$ cat config.mk
export PLATFORM = sky130hd
export DESIGN_NAME = iccm_arbiter
export DESIGN_NICKNAME = d
export VERILOG_FILES = /design/src/rtl/iccm_arb_pkg.sv /design/src/rtl/iccm_arb_tagfifo.sv /design/src/rtl/iccm_arbiter.sv
export SDC_FILE = /design/constraint.sdc
export NUM_CORES = 1
export LEC_CHECK = 0
export BUFFER_PORTS_ARGS = -buffer_cell sky130_fd_sc_hd__clkbuf_2
export CORE_AREA = 2 2 87 89
export DETAILED_ROUTE_END_ITERATION = 8
export DIE_AREA = 0 0 89 91
export GPL_TIMING_DRIVEN = 0
export PLACE_DENSITY = 0.62
export SYNTH_ARGS = -nofsm -noshare
export SYNTH_HDL_FRONTEND = slang
export SYNTH_SLANG_ARGS = --single-unit
$ cat constraint.sdc
create_clock -name clk_i -period 3.4 [get_ports clk_i]
set_clock_uncertainty 0.15 [all_clocks]
set_input_delay 0.68 -clock clk_i [delete_from_list [all_inputs] [get_ports clk_i]]
set_output_delay 0.68 -clock clk_i [all_outputs]
set_load 0.01 [all_outputs]
$ cat src/rtl/iccm_arb_pkg.sv
// Types and tag constants shared by the ICCM arbiter and its read-tag FIFO.
package iccm_arb_pkg;

  typedef enum logic [1:0] {
    BOOT = 2'd0,
    B2R  = 2'd1,
    RUN  = 2'd2,
    R2B  = 2'd3
  } arb_state_e;

  localparam logic TAG_FETCH = 1'b0;
  localparam logic TAG_PROG  = 1'b1;

endpackage

$ cat src/rtl/iccm_arb_tagfifo.sv
// 1-bit read-tag FIFO: remembers which requester owns each outstanding ICCM read.
module iccm_arb_tagfifo #(
  parameter int MaxOut = 2
) (
  input  logic clk,
  input  logic rst,
  input  logic push,
  input  logic push_tag,
  input  logic pop,
  output logic head_tag,
  output logic full,
  output logic empty
);

  localparam int PW = (MaxOut > 1) ? $clog2(MaxOut) : 1;
  localparam int CW = $clog2(MaxOut + 1);

  logic [MaxOut-1:0] tags_q;
  logic [PW-1:0]     wr_ptr_q;
  logic [PW-1:0]     rd_ptr_q;
  logic [CW-1:0]     count_q;

  // Explicit wrap keeps non-power-of-two depths correct.
  function automatic logic [PW-1:0] wrap_inc(input logic [PW-1:0] p);
    return (p == PW'(MaxOut - 1)) ? '0 : p + 1'b1;
  endfunction

  always_ff @(posedge clk) begin
    if (rst) begin
      wr_ptr_q <= '0;
      rd_ptr_q <= '0;
      count_q  <= '0;
    end else begin
      if (push) wr_ptr_q <= wrap_inc(wr_ptr_q);
      if (pop)  rd_ptr_q <= wrap_inc(rd_ptr_q);
      if (push && !pop)      count_q <= count_q + 1'b1;
      else if (pop && !push) count_q <= count_q - 1'b1;
    end
  end

  always_ff @(posedge clk) begin
    if (push) tags_q[wr_ptr_q] <= push_tag;
  end

  assign head_tag = tags_q[rd_ptr_q];
  assign full     = (count_q == CW'(MaxOut));
  assign empty    = (count_q == '0);

endmodule

$ cat src/rtl/iccm_arbiter.sv
// ICCM port arbiter: boot-loader ownership during BOOT, round-robin fetch/loader in RUN.
// Optional ICCM_ARBITER_WLOCK_EN: suppress loader writes in RUN and flag them on p_err_o.
module iccm_arbiter
  import iccm_arb_pkg::*;
#(
  parameter int AW       = 12,
  parameter int DW       = 32,
  parameter int MaxOut   = 2,
  parameter int BootHold = 1
) (
  input  logic            clk_i,
  input  logic            rst_i,
  input  logic            f_req_i,
  input  logic [AW-1:0]   f_addr_i,
  output logic            f_gnt_o,
  output logic            f_rvalid_o,
  output logic [DW-1:0]   f_rdata_o,
  input  logic            p_req_i,
  input  logic            p_we_i,
  input  logic [AW-1:0]   p_addr_i,
  input  logic [DW-1:0]   p_wdata_i,
  input  logic [DW/8-1:0] p_wmask_i,
  output logic            p_gnt_o,
  output logic            p_rvalid_o,
  output logic [DW-1:0]   p_rdata_o,
  output logic            p_err_o,
  input  logic            prog_done_i,
  input  logic            boot_req_i,
  output logic            mem_req_o,
  output logic            mem_we_o,
  output logic [AW-1:0]   mem_addr_o,
  output logic [DW-1:0]   mem_wdata_o,
  output logic [DW/8-1:0] mem_wmask_o,
  input  logic [DW-1:0]   mem_rdata_i,
  input  logic            mem_rvalid_i,
  output logic            fetch_en_o,
  output logic            boot_o
);

  arb_state_e state_q, state_d;
  logic fetch_en_q, prefer_prog_q, wlock_err_q;
  logic fifo_full, fifo_empty, head_tag;
  logic rd_room, f_ok, p_ok, f_gnt, p_gnt, wlock, rd_push, rd_pop;

`ifdef ICCM_ARBITER_WLOCK_EN
  assign wlock = (state_q == RUN) && p_we_i;
`else
  assign wlock = 1'b0;
`endif

  // A same-cycle response frees a slot, so a full FIFO can still accept a read.
  assign rd_room = !fifo_full || mem_rvalid_i;
  assign f_ok    = f_req_i && rd_room;
  assign p_ok    = p_req_i && (p_we_i || rd_room);

  always_ff @(posedge clk_i) begin
    if (rst_i) begin
      state_q       <= (BootHold != 0) ? BOOT : RUN;
      fetch_en_q    <= (BootHold == 0);
      prefer_prog_q <= 1'b0;
      wlock_err_q   <= 1'b0;
    end else begin
      state_q     <= state_d;
      fetch_en_q  <= (state_d == RUN);
      wlock_err_q <= p_gnt && wlock;
      if (f_gnt)      prefer_prog_q <= 1'b1;
      else if (p_gnt) prefer_prog_q <= 1'b0;
    end
  end

  always_comb begin
    state_d = state_q;
    unique case (state_q)
      BOOT: if (prog_done_i) state_d = B2R;
      B2R:  if (fifo_empty)  state_d = RUN;
      RUN:  if (boot_req_i)  state_d = R2B;
      R2B:  if (fifo_empty)  state_d = BOOT;
      default: state_d = state_q;
    endcase
  end

  always_comb begin
    f_gnt = 1'b0;
    p_gnt = 1'b0;
    if (!rst_i) begin
      unique case (state_q)
        BOOT: p_gnt = p_ok;
        RUN: begin
          if (f_ok && p_ok) begin
            p_gnt = prefer_prog_q;
            f_gnt = !prefer_prog_q;
          end else begin
            f_gnt = f_ok;
            p_gnt = p_ok;
          end
        end
        default: ;
      endcase
    end
  end

  assign f_gnt_o     = f_gnt;
  assign p_gnt_o     = p_gnt;
  assign mem_req_o   = f_gnt || (p_gnt && !wlock);
  assign mem_we_o    = p_gnt && p_we_i && !wlock;
  assign mem_addr_o  = p_gnt ? p_addr_i : (f_gnt ? f_addr_i : '0);
  assign mem_wdata_o = mem_we_o ? p_wdata_i : '0;
  assign mem_wmask_o = mem_we_o ? p_wmask_i : '0;

  assign rd_push = f_gnt || (p_gnt && !p_we_i);
  assign rd_pop  = mem_rvalid_i && !fifo_empty && !rst_i;

  iccm_arb_tagfifo #(.MaxOut(MaxOut)) u_tagfifo (
    .clk      (clk_i),
    .rst      (rst_i),
    .push     (rd_push),
    .push_tag (p_gnt ? TAG_PROG : TAG_FETCH),
    .pop      (rd_pop),
    .head_tag (head_tag),
    .full     (fifo_full),
    .empty    (fifo_empty)
  );

  // Responses with no tag behind them (e.g. issued before a reset) are dropped and flagged.
  assign f_rvalid_o = rd_pop && (head_tag == TAG_FETCH);
  assign p_rvalid_o = rd_pop && (head_tag == TAG_PROG);
  assign f_rdata_o  = f_rvalid_o ? mem_rdata_i : '0;
  assign p_rdata_o  = p_rvalid_o ? mem_rdata_i : '0;
  assign p_err_o    = !rst_i && ((mem_rvalid_i && fifo_empty) || wlock_err_q);

  assign fetch_en_o = fetch_en_q;
  assign boot_o     = (state_q == BOOT) || (state_q == R2B);

endmodule
==> metrics.txt <==
maxcap violations=0; CTS Hold Bufs=0; switch share=45.37%; synthesis-to-layout area growth=80.35%; n_diodes=0; CP top delay family=simple AND/OR/NAND/NOR gates; chip height=91 um; Setup violations, final=0; fillers=795; number of synthesized flops with an enable pin=2; pin count of the biggest net entering global routing=13; layout cells sized above 1=52.55%; Final Util=40.22%; Seq/Total Area, Yosys=13.84%; unrepaired setup endpoints after global routing=no; Synth cell types=38; Routed WL per cell=12.47 um; I/O pin count=221; Worst-path clk slew=0.05 ns; CP arrival=2.34 ns; most frequent cells in the layout=clkbuf_2, and2_1, and3_1; fmax=315.0 MHz; hold_sp=prefer_prog_q$_SDFFE_PP0P_; status=complete, no violations; Critical Path Max Stage Delay=0.49 ns; CTS tree=done; Mapped Nets=332; first-pass GRT wire length=10.13 mm; VDD IR-drop max=0.0002147 V; Mean Syn Cell Area=7.011 sq um; post-CTS repair timing setup buffer count=0; Die ar.=0.008099 sq mm; Critical Path RT=2.57 ns; nets@finish=557; initial antenna violation count=0; RePlAce Congestion=0.8969; NetSw=474.4 uW; Top FF cell, synth=dfxtp_1; Relative slew margins=59.75%; Hold WC Path Type=reg2reg; CP Capture Type=output pin; WHS=0.3465 ns; Syn Inst Count=227; vias per cell=4.375; Skew-Pair Late Insertion Delay=0.23 ns; min cycle time layout=3.175 ns; pre-CTS setup slack=0.2510 ns; Async S/R FF share, synth=0%; Post-CTS Resized=0; Crit Path Category=in2out; placed cell area=0.002816 sq mm; aggregate global routing overflow=0; clock sink total=10; initial DRC count=28; Hold Violations, Final=0; post-detail-place hpwl=6.101 mm; maximum clock path buffer count=2; Die Width=89 um; TNS Setup=0 ns; routed via count=2,406; commonest non-fill, non-tap cell in the layout=clkbuf_2; Synth Cell Area=0.001592 sq mm; post-route setup slack=0.2254 ns; overall routed net length=6.860 mm; Leak=1.830 nW; Initial Utilization=22.30%; Critical Path Fanout Max=10; crit share post-route=93.37%; Global Route Usage Sum=15.18%; Comb pwr share=69.9%; Root Buffer Master=clkbuf_8; CP startpoint kind=input pin; final slew viol count=0; CP Cell Sequence=clkbuf_2 > nor3b_1 > nor3b_1 > nor2_2 > buf_6 > mux2i_1 > clkbuf_2; IO buf count=220; CP max-delay cell=nor3b_1; worst reg2reg path startpoint=state_q[0]$_SDFF_PP0_; Buf/Inv on CP=3; Final Cell Area=0.002870 sq mm; Seq pwr share=18.1%; FF/Latch Area=220.2 sq um; Core ar.=0.007137 sq mm; Rows=31; Synth Warn #=0; Clk pwr share=12.0%; TritonCTS buffer count=3; DR pass1 iterations=4; vias in the first global route=2,149; CTS H-Tree Depth=1; worst slew pin tran=0.5886 ns; CP startpoint=mem_rvalid_i; power density cells=364.2 mW/mm^2; area of the multi-input gates=0.001245 sq mm; antenna viol nets, final=0; Seq cells post-synth=10; Int Pwr=571.1 uW; # DRC=0
[power groups by stage]
stage | clock network, mW | registers [mW] | logic [mW]
after floorplan | 0 | 0.185 | 0.470
after global placement | 0 | 0.189 | 0.722
after detailed placement | 0 | 0.191 | 0.731
after CTS | 0.128 | 0.189 | 0.735
after global routing | 0.134 | 0.195 | 0.818
final | 0.125 | 0.190 | 0.731
[per-stage QoR]
step	std cells	power [mW]
after floorplan	227	0.6552
after global placement	546	0.9113
after detailed placement	546	0.9225
after CTS	550	1.052
after global routing	550	1.147
final	550	1.045
[cells in the mapped netlist (2+ instances only)]
| cell type | number | area, sq um |
|---|---|---|
| nor3_1 | 2 | 10.01 |
| or2_1 | 2 | 12.51 |
| inv_1 | 7 | 26.28 |
| nor2b_1 | 2 | 12.51 |
| buf_6 | 3 | 33.78 |
| ha_1 | 5 | 62.56 |
| and3_1 | 36 | 225.2 |
| nand2_1 | 27 | 101.4 |
| nor2_1 | 4 | 15.01 |
| o41ai_1 | 2 | 17.52 |
| nor3b_1 | 3 | 22.52 |
| clkbuf_1 | 11 | 41.29 |
| o21ai_0 | 5 | 25.02 |
| clkbuf_2 | 2 | 10.01 |
| mux2i_1 | 13 | 130.1 |
| edfxtp_1 | 2 | 60.06 |
| a21oi_1 | 4 | 20.02 |
| dfxtp_1 | 8 | 160.2 |
| and2_1 | 66 | 412.9 |
| a2111oi_0 | 2 | 17.52 |
| or3_1 | 2 | 12.51 |
| xor2_1 | 3 | 26.28 |
[cell type report]
class                   count  area share (%)
repair buffers            220           38.36
well taps                  99           4.316
clock buffers               3           1.439
plain buffers              19           3.792
flip-flops and latches     10           7.672
multi-input cells         191           43.37
clock inverters             1          0.1308
inverters                   7          0.9154
[logic make-up (layout without fill, tap and decap cells)]
kind of cell	count (synthesis)	count (layout)	share of synthesized area [%]
AOI/OAI and AO/OA	20	20	8.963
xor gates and xnor gates	3	3	1.651
adders and majority gates	5	5	3.931
buffers and inverters	26	250	8.490
DFF	10	10	13.84
muxes	13	13	8.176
and+or+nand+nor	150	150	54.95
[final timing paths]
check                                           end  slack [ns]  cells past startpoint
hold / removal           prefer_prog_q$_SDFFE_PP0P_        0.35                      1
setup reg to reg  u_tagfifo.count_q[1]$_SDFFE_PP0P_        0.49                     11
setup / recovery                      mem_addr_o[7]        0.23                      7
hold reg to reg          prefer_prog_q$_SDFFE_PP0P_        0.35                      1
[state kept, by name (all words and copies together) (netlist names)]
signal / count
fetch_en_o: 1
u_tagfifo.rd_ptr_q: 1
u_tagfifo.wr_ptr_q: 1
state_q: 2
u_tagfifo.tags_q: 2
u_tagfifo.count_q: 2
prefer_prog_q: 1
[layer usage]
layer  wire, um  part of all wire (%)  GRT usage (%)  up-vias
met1       2799                    41          19.11     1070
met2       3495                    51          27.99      116
met5          0                     0              0        -
met3        470                   6.9         0.1818        8
met4         94                   1.4          3.856        0
li1           -                     -              -     1212
No activity file was read; power rests on OpenSTA's default activity.
